**src/rtl/ctrl_pkg.sv**
```systemverilog
// ctrl_pkg: shared state, class and select encodings for the multi-cycle controller.
package ctrl_pkg;
    typedef enum logic [2:0] {
        S_IDLE, S_FETCH, S_DECODE, S_EXEC, S_MEM, S_WB, S_TRAP
    } state_e;

    typedef enum logic [3:0] {
        C_ALU_R, C_ALU_I, C_LUI, C_AUIPC, C_JAL, C_JALR, C_BRANCH, C_LOAD, C_STORE, C_ILLEGAL
    } iclass_e;

    localparam logic [6:0] OP_ALU_R  = 7'h33;
    localparam logic [6:0] OP_ALU_I  = 7'h13;
    localparam logic [6:0] OP_LUI    = 7'h37;
    localparam logic [6:0] OP_AUIPC  = 7'h17;
    localparam logic [6:0] OP_JAL    = 7'h6f;
    localparam logic [6:0] OP_JALR   = 7'h67;
    localparam logic [6:0] OP_BRANCH = 7'h63;
    localparam logic [6:0] OP_LOAD   = 7'h03;
    localparam logic [6:0] OP_STORE  = 7'h23;

    localparam logic [3:0] ALU_ADD = 4'b0000;
    localparam logic [3:0] ALU_SUB = 4'b1000;

    localparam logic [1:0] PC_PLUS4 = 2'd0;
    localparam logic [1:0] PC_REL   = 2'd1;
    localparam logic [1:0] PC_JALR  = 2'd2;

    localparam logic [1:0] WB_ALU = 2'd0;
    localparam logic [1:0] WB_MEM = 2'd1;
    localparam logic [1:0] WB_PC4 = 2'd2;
    localparam logic [1:0] WB_IMM = 2'd3;

    localparam logic [1:0] CAUSE_NONE    = 2'd0;
    localparam logic [1:0] CAUSE_ILLEGAL = 2'd1;
    localparam logic [1:0] CAUSE_IMEM    = 2'd2;
    localparam logic [1:0] CAUSE_DMEM    = 2'd3;
endpackage

```
**src/rtl/ctrl_classify.sv**
```systemverilog
// ctrl_classify: maps opcode/f3/f7 to instruction class, illegal flag and ALU operation.
module ctrl_classify
    import ctrl_pkg::*;
(
    input  logic [6:0] opcode,
    input  logic [2:0] f3,
    input  logic [6:0] f7,
    output iclass_e    cls,
    output logic       illegal,
    output logic [3:0] alu_op
);
    logic shift;

    always_comb begin
        cls     = C_ILLEGAL;
        illegal = 1'b0;
        alu_op  = ALU_ADD;
        shift   = f3[1:0] == 2'b01;
        case (opcode)
            OP_ALU_R: begin
                cls     = C_ALU_R;
                alu_op  = {f7[5], f3};
                illegal = !(f7 == 7'h00 || (f7 == 7'h20 && (f3 == 3'b000 || f3 == 3'b101)));
            end
            OP_ALU_I: begin
                cls     = C_ALU_I;
                alu_op  = shift ? {f7[5], f3} : {1'b0, f3};
                // only SRAI may carry f7=0x20; other I-type f7 bits are immediate
                illegal = shift && !(f7 == 7'h00 || (f7 == 7'h20 && f3 == 3'b101));
            end
            OP_LUI:   cls = C_LUI;
            OP_AUIPC: cls = C_AUIPC;
            OP_JAL:   cls = C_JAL;
            OP_JALR: begin
                cls     = C_JALR;
                illegal = f3 != 3'b000;
            end
            OP_BRANCH: begin
                cls     = C_BRANCH;
                alu_op  = ALU_SUB;
                illegal = f3[2:1] == 2'b01;
            end
            OP_LOAD: begin
                cls     = C_LOAD;
                illegal = f3 == 3'b011 || f3[2:1] == 2'b11;
            end
            OP_STORE: begin
                cls     = C_STORE;
                illegal = f3 > 3'b010;
            end
            default: illegal = 1'b1;
        endcase
    end
endmodule

```
**src/rtl/multicycle_ctrl.sv**
```systemverilog
// multicycle_ctrl: RV32I multi-cycle sequencer driving datapath enables/selects,
// memory handshakes and illegal-instruction / bus-timeout traps.
module multicycle_ctrl
    import ctrl_pkg::*;
#(
    parameter int MAX_WAIT = 255
) (
    input  logic       clk,
    input  logic       rst_n,
    input  logic [6:0] opcode,
    input  logic [2:0] f3,
    input  logic [6:0] f7,
    input  logic       br_taken,
    output logic       imem_req,
    input  logic       imem_ready,
    output logic       dmem_req,
    output logic       dmem_we,
    input  logic       dmem_ready,
    output logic       ir_we,
    output logic       pc_we,
    output logic [1:0] pc_sel,
    output logic       rf_we,
    output logic [1:0] wb_sel,
    output logic       alu_a_sel,
    output logic       alu_b_sel,
    output logic [3:0] alu_op,
    output logic       trap,
    output logic [1:0] cause,
    output logic [2:0] state
);
    localparam int CW = $clog2(MAX_WAIT + 1);

    state_e          state_q, state_d;
    logic [CW-1:0]   cnt_q, cnt_d;
    logic [1:0]      cause_q, cause_d;
    iclass_e         cls;
    logic            illegal;
    logic [3:0]      alu_op_c;

    ctrl_classify u_classify (
        .opcode  (opcode),
        .f3      (f3),
        .f7      (f7),
        .cls     (cls),
        .illegal (illegal),
        .alu_op  (alu_op_c)
    );

    always_ff @(posedge clk) begin
        if (!rst_n) begin
            state_q <= S_IDLE;
            cnt_q   <= '0;
            cause_q <= CAUSE_NONE;
        end else begin
            state_q <= state_d;
            cnt_q   <= cnt_d;
            cause_q <= cause_d;
        end
    end

    assign state = state_q;

    // Write strobes are gated by rst_n so a reset edge never commits PC/RF/IR.
    always_comb begin
        state_d   = state_q;
        cnt_d     = '0;
        cause_d   = cause_q;
        imem_req  = 1'b0;
        ir_we     = 1'b0;
        pc_we     = 1'b0;
        pc_sel    = PC_PLUS4;
        rf_we     = 1'b0;
        wb_sel    = WB_ALU;
        alu_a_sel = 1'b0;
        alu_b_sel = 1'b0;
        alu_op    = ALU_ADD;
        dmem_req  = 1'b0;
        dmem_we   = 1'b0;
        trap      = 1'b0;
        cause     = CAUSE_NONE;
        case (state_q)
            S_IDLE: state_d = S_FETCH;
            S_FETCH: begin
                imem_req = 1'b1;
                if (imem_ready) begin
                    ir_we   = rst_n;
                    state_d = S_DECODE;
                end else if (cnt_q == CW'(MAX_WAIT)) begin
                    state_d = S_TRAP;
                    cause_d = CAUSE_IMEM;
                end else begin
                    cnt_d = cnt_q + CW'(1);
                end
            end
            S_DECODE: begin
                state_d = illegal ? S_TRAP : S_EXEC;
                cause_d = illegal ? CAUSE_ILLEGAL : cause_q;
            end
            S_EXEC: begin
                alu_a_sel = cls == C_AUIPC;
                alu_b_sel = cls inside {C_ALU_I, C_LOAD, C_STORE, C_JALR, C_AUIPC};
                alu_op    = alu_op_c;
                if (cls == C_BRANCH) begin
                    pc_we   = rst_n;
                    pc_sel  = br_taken ? PC_REL : PC_PLUS4;
                    state_d = S_FETCH;
                end else begin
                    state_d = (cls == C_LOAD || cls == C_STORE) ? S_MEM : S_WB;
                end
            end
            S_MEM: begin
                dmem_req = 1'b1;
                dmem_we  = cls == C_STORE;
                if (dmem_ready) begin
                    pc_we   = rst_n && cls == C_STORE;
                    state_d = cls == C_STORE ? S_FETCH : S_WB;
                end else if (cnt_q == CW'(MAX_WAIT)) begin
                    state_d = S_TRAP;
                    cause_d = CAUSE_DMEM;
                end else begin
                    cnt_d = cnt_q + CW'(1);
                end
            end
            S_WB: begin
                rf_we   = rst_n;
                pc_we   = rst_n;
                pc_sel  = cls == C_JAL ? PC_REL : cls == C_JALR ? PC_JALR : PC_PLUS4;
                wb_sel  = (cls == C_JAL || cls == C_JALR) ? WB_PC4 :
                          cls == C_LOAD ? WB_MEM : cls == C_LUI ? WB_IMM : WB_ALU;
                state_d = S_FETCH;
            end
            S_TRAP: begin
                trap  = 1'b1;
                cause = cause_q;
            end
            default: state_d = S_IDLE;
        endcase
    end
endmodule

```
**config.mk**
```make
export PLATFORM = sky130hd
export DESIGN_NAME = multicycle_ctrl
export DESIGN_NICKNAME = d
export VERILOG_FILES = /design/src/rtl/ctrl_pkg.sv /design/src/rtl/ctrl_classify.sv /design/src/rtl/multicycle_ctrl.sv
export SDC_FILE = /design/constraint.sdc
export NUM_CORES = 1
export LEC_CHECK = 0
export ABC_CLOCK_PERIOD_IN_PS = 2560
export CAP_MARGIN = 20
export CORE_MARGIN = 3
export CORE_UTILIZATION = 30
export CTS_BUF_LIST = sky130_fd_sc_hd__clkbuf_4 sky130_fd_sc_hd__clkbuf_8
export DETAILED_ROUTE_END_ITERATION = 10
export SKIP_LAST_GASP = 1
export SLEW_MARGIN = 0
export SYNTH_ARGS = -nofsm -noshare
export SYNTH_HDL_FRONTEND = slang
export SYNTH_SLANG_ARGS = --single-unit
```
**constraint.sdc**
```tcl
create_clock -name clk -period 2.56 [get_ports clk]
set_clock_uncertainty 0.05 [all_clocks]
set_input_delay 0.512 -clock clk [delete_from_list [all_inputs] [get_ports clk]]
set_output_delay 0.512 -clock clk [all_outputs]
set_load 0.005 [all_outputs]
```
==> summary.md <==
| Metric | Value |
|---|---|
| Routing usage on met1 | `0.216` |
| Die W | `67.4 um` |
| Setup Viol. Count Final | `0` |
| WS Path Type | `in -> out` |
| DRT iter0 DRCs | `50` |
| HPWL after DPL | `3260 um` |
| Synth Instances | `153` |
| Wire per inst | `14.2 um` |
| Depth of the worst hold-timing path | `1` |
| # diodes | `0` |
| R2r setup slk | `0.75 ns` |
| Area of the multi-input gates | `855 um2` |
| Met2 usage | `0.346` |
| Detail-routed via count per cell | `5.07` |
| Asr flop ratio synth | `0` |
| Reg2reg end | `cnt_q[7]` |
| Slowest stage delay, CP | `0.41 ns` |
| HP Class | `reg -> reg` |
| Die height | `67.4 um` |
| First-pass GRT wire length | `6510 um` |
| Post-synth EDFFs | `0` |
| Grt ovf | `0` |
| IO Count | `44` |
| Most common flop cell mapped by yosys | `dfxtp_1` |
| #FFs+latches synth | `13` |
| CP startpoint kind | `input port` |
| Synth top area share | `0.230` |
| Post-Syn Nets | `176` |
| Flop pwr share | `0.351` |
| Clock network fraction of total power | `0.308` |
| Max stage delay cell, worst path | `clkdlybuf4s50_1` |
| Internal | `0.000447 W` |
| Die area | `0.00454 mm2` |
| Post-place instance area | `0.00186 mm2` |
| Comb pwr share | `0.341` |
| Clk pin slew, worst setup/hold paths | `0.05 ns` |
| Synth area leader | `dfxtp_1` |
| Setup TNS | `0 ns` |
| Period utilization | `0.992` |
| Headroom to the max-slew limit | `0.736` |
| Cell family with most CP delay | `buffers and inverters` |
| Core Area | `0.00347 mm2` |
| Bufs on Longest Clock Path | `2` |
| Met3 usage | `0.0300` |
| Via count | `1404` |
| Starting Density | `0.326` |
| Crit path DAT | `1.98 ns` |
| Sequential area share after synthesis | `0.230` |
| Reg2Reg Depth | `6` |
| Worst vdd ir | `0.182 mV` |
| Syn_area_per_cell | `7.38 um2` |
| Hold Vio Cnt, Final | `0` |
| Max-Cap Viols | `0` |
| Post-route DRC | `0` |
| H-tree depth | `1` |
| Unrepaired setup endpoints after global routing | `yes` |
| Hold_sp | `cnt_q[0]` |
| Crit end category | `primary output` |
| Leakage | `0.867 nW` |
| Root Buffer | `clkbuf_8` |
| Final Cell Area | `0.00193 mm2` |
| Synth cell types | `50` |
| Vias in the first global route | `1482` |
| Cell Rows | `21` |
| Final wirelength | `3930 um` |
| Psw | `0.000172 W` |
| Bufs and invs on worst path | `3` |
| Worst Hold End | `cnt_q[0]` |
| Port Buf Inserts | `43` |
| Worst EP required | `2.00 ns` |
| Commonest cells in the netlist | `nor2_1, dfxtp_1, and3_1, o21ai_0` |
| Critical-path cell list | `clkdlybuf4s50_1 > and3b_2 > buf_4 > nand2_4 > nor2_1 > nand2_1 > a211oi_2 > clkbuf_2` |
| CTS sink cnt | `13` |
| Min Tclk post-route | `2.54 ns` |
| Post-Synthesis Cell Area | `0.00113 mm2` |
| Gp weighted congestion | `0.832` |
| Post-route ant nets | `0` |
| Reg-to-Reg Start | `state[0]` |
| Worst-margin pin slew | `0.396 ns` |
| Switching Fraction | `0.277` |
| DR pass1 iterations | `4` |
| Outcome | `complete, no violations` |
| Sequential cell area | `260 um2` |
| Num CTS Buffers | `3` |
| Count leader, synth | `nor2_1` |
| Largest net degree at the start of global routing | `15` |
| Fin nets | `255` |
| Filler cell count | `363` |
| Final Max Tran Viols | `0` |
| Area grow syn2layout | `71.0%` |
| Ys Warns | `0` |
| Pwr dens | `320 mW/mm2` |
| Clock tree from TritonCTS | `built` |
| Clk_lat worst skew | `0.24 ns` |
| Area contributors post-synth | `dfxtp_1, nor2_1, and3_1, o21ai_0, nand3_1` |
| Share of cells above drive strength 1 | `0.294` |
| # hold bufs at CTS | `0` |
| FMAX | `394 MHz` |
| Gr usage total | `0.183` |
| Busiest grt layer | `met2` |
| Initial antenna violation count | `0` |
| Max Fanout on Critical Path | `6` |
-- worst max path at each step --
stage | endpoint | slack [ns] | depth (start not counted) | start
after global routing | alu_op[3] | -0.05 | 8 | opcode[3]
final | alu_op[3] | 0.02 | 8 | opcode[3]
after floorplan | pc_sel[0] | 0.50 | 5 | opcode[5]
after detailed placement | pc_sel[0] | -0.51 | 6 | opcode[2]
after global placement | alu_op[3] | -0.43 | 7 | opcode[4]
after CTS | alu_op[2] | -0.13 | 6 | opcode[3]
-- per-stage QoR --
step	worst slack [ns]	power (W)	instances	hold slack (ns)	util
3_3_place_gp	-0.430	0.000427	272	0.391	0.535
5_1_grt	-0.0497	0.000648	277	0.465	0.557
2_1_floorplan	0.502	0.000305	153	0.376	-
6_report	0.0193	0.000619	277	0.429	0.557
4_1_cts	-0.132	0.000620	276	0.434	0.553
3_5_place_dp	-0.513	0.000430	272	0.409	0.535
-- final cells by class --
class / count / area share
multi-input cells: 127 / 0.442
repair buffers: 81 / 0.356
flip-flops and latches: 13 / 0.135
well taps: 46 / 0.0298
clock buffers: 4 / 0.0253
inverters: 6 / 0.0117
-- metal layers --
| metal | share of wire | up-vias | wire, um |
|---|---|---|---|
| li1 | - | 712 | - |
| met1 | 0.43 | 647 | 1680 |
| met2 | 0.52 | 43 | 2040 |
| met3 | 0.050 | 2 | 197 |
| met4 | 0.0043 | 0 | 17 |
| met5 | 0 | - | 0 |
-- power groups by stage --
stage / logic (W) / registers [W] / clock network, W
6_report: 0.000211 / 0.000217 / 0.000191
2_1_floorplan: 0.0000822 / 0.000223 / 0
4_1_cts: 0.000209 / 0.000217 / 0.000194
3_5_place_dp: 0.000209 / 0.000221 / 0
3_3_place_gp: 0.000206 / 0.000221 / 0
5_1_grt: 0.000230 / 0.000218 / 0.000200
-- registers in the layout, indices dropped and copies added (netlist names) --
name     cells
state        3
cnt_q        8
cause_q      2
-- cell families (layout without fill, tap and decap cells) --
family,count (synthesis),in the layout,synth area share
and+or+nand+nor,86,86,0.440
xor gates and xnor gates,7,7,0.0543
DFF,13,13,0.230
AOI/OAI and AO/OA,33,33,0.209
adders and majority gates,1,1,0.0111
buffers and inverters,13,91,0.0554
-- what timing repair did --
action | CTS | global route
pin swaps | 7 | 3
setup endpoints to repair | 12 | 7
gates resized for setup | 32 | 9
endpoints found under the hold margin | 0 | 0
buffers inserted | 0 | 1
-- placed cells by master (no fill, tap or decap), drive strengths merged, types with 8 or more instances in the layout --
cell	synthesis	routed
and3	10	10
buf	4	39
clkdlybuf4s50	0	25
dfxtp	13	13
dlygate4sd2	0	11
nand2	9	9
nand3	8	8
nor2	18	18
nor3	10	10
o21ai	10	10
Power figures use the tool's default switching activity.
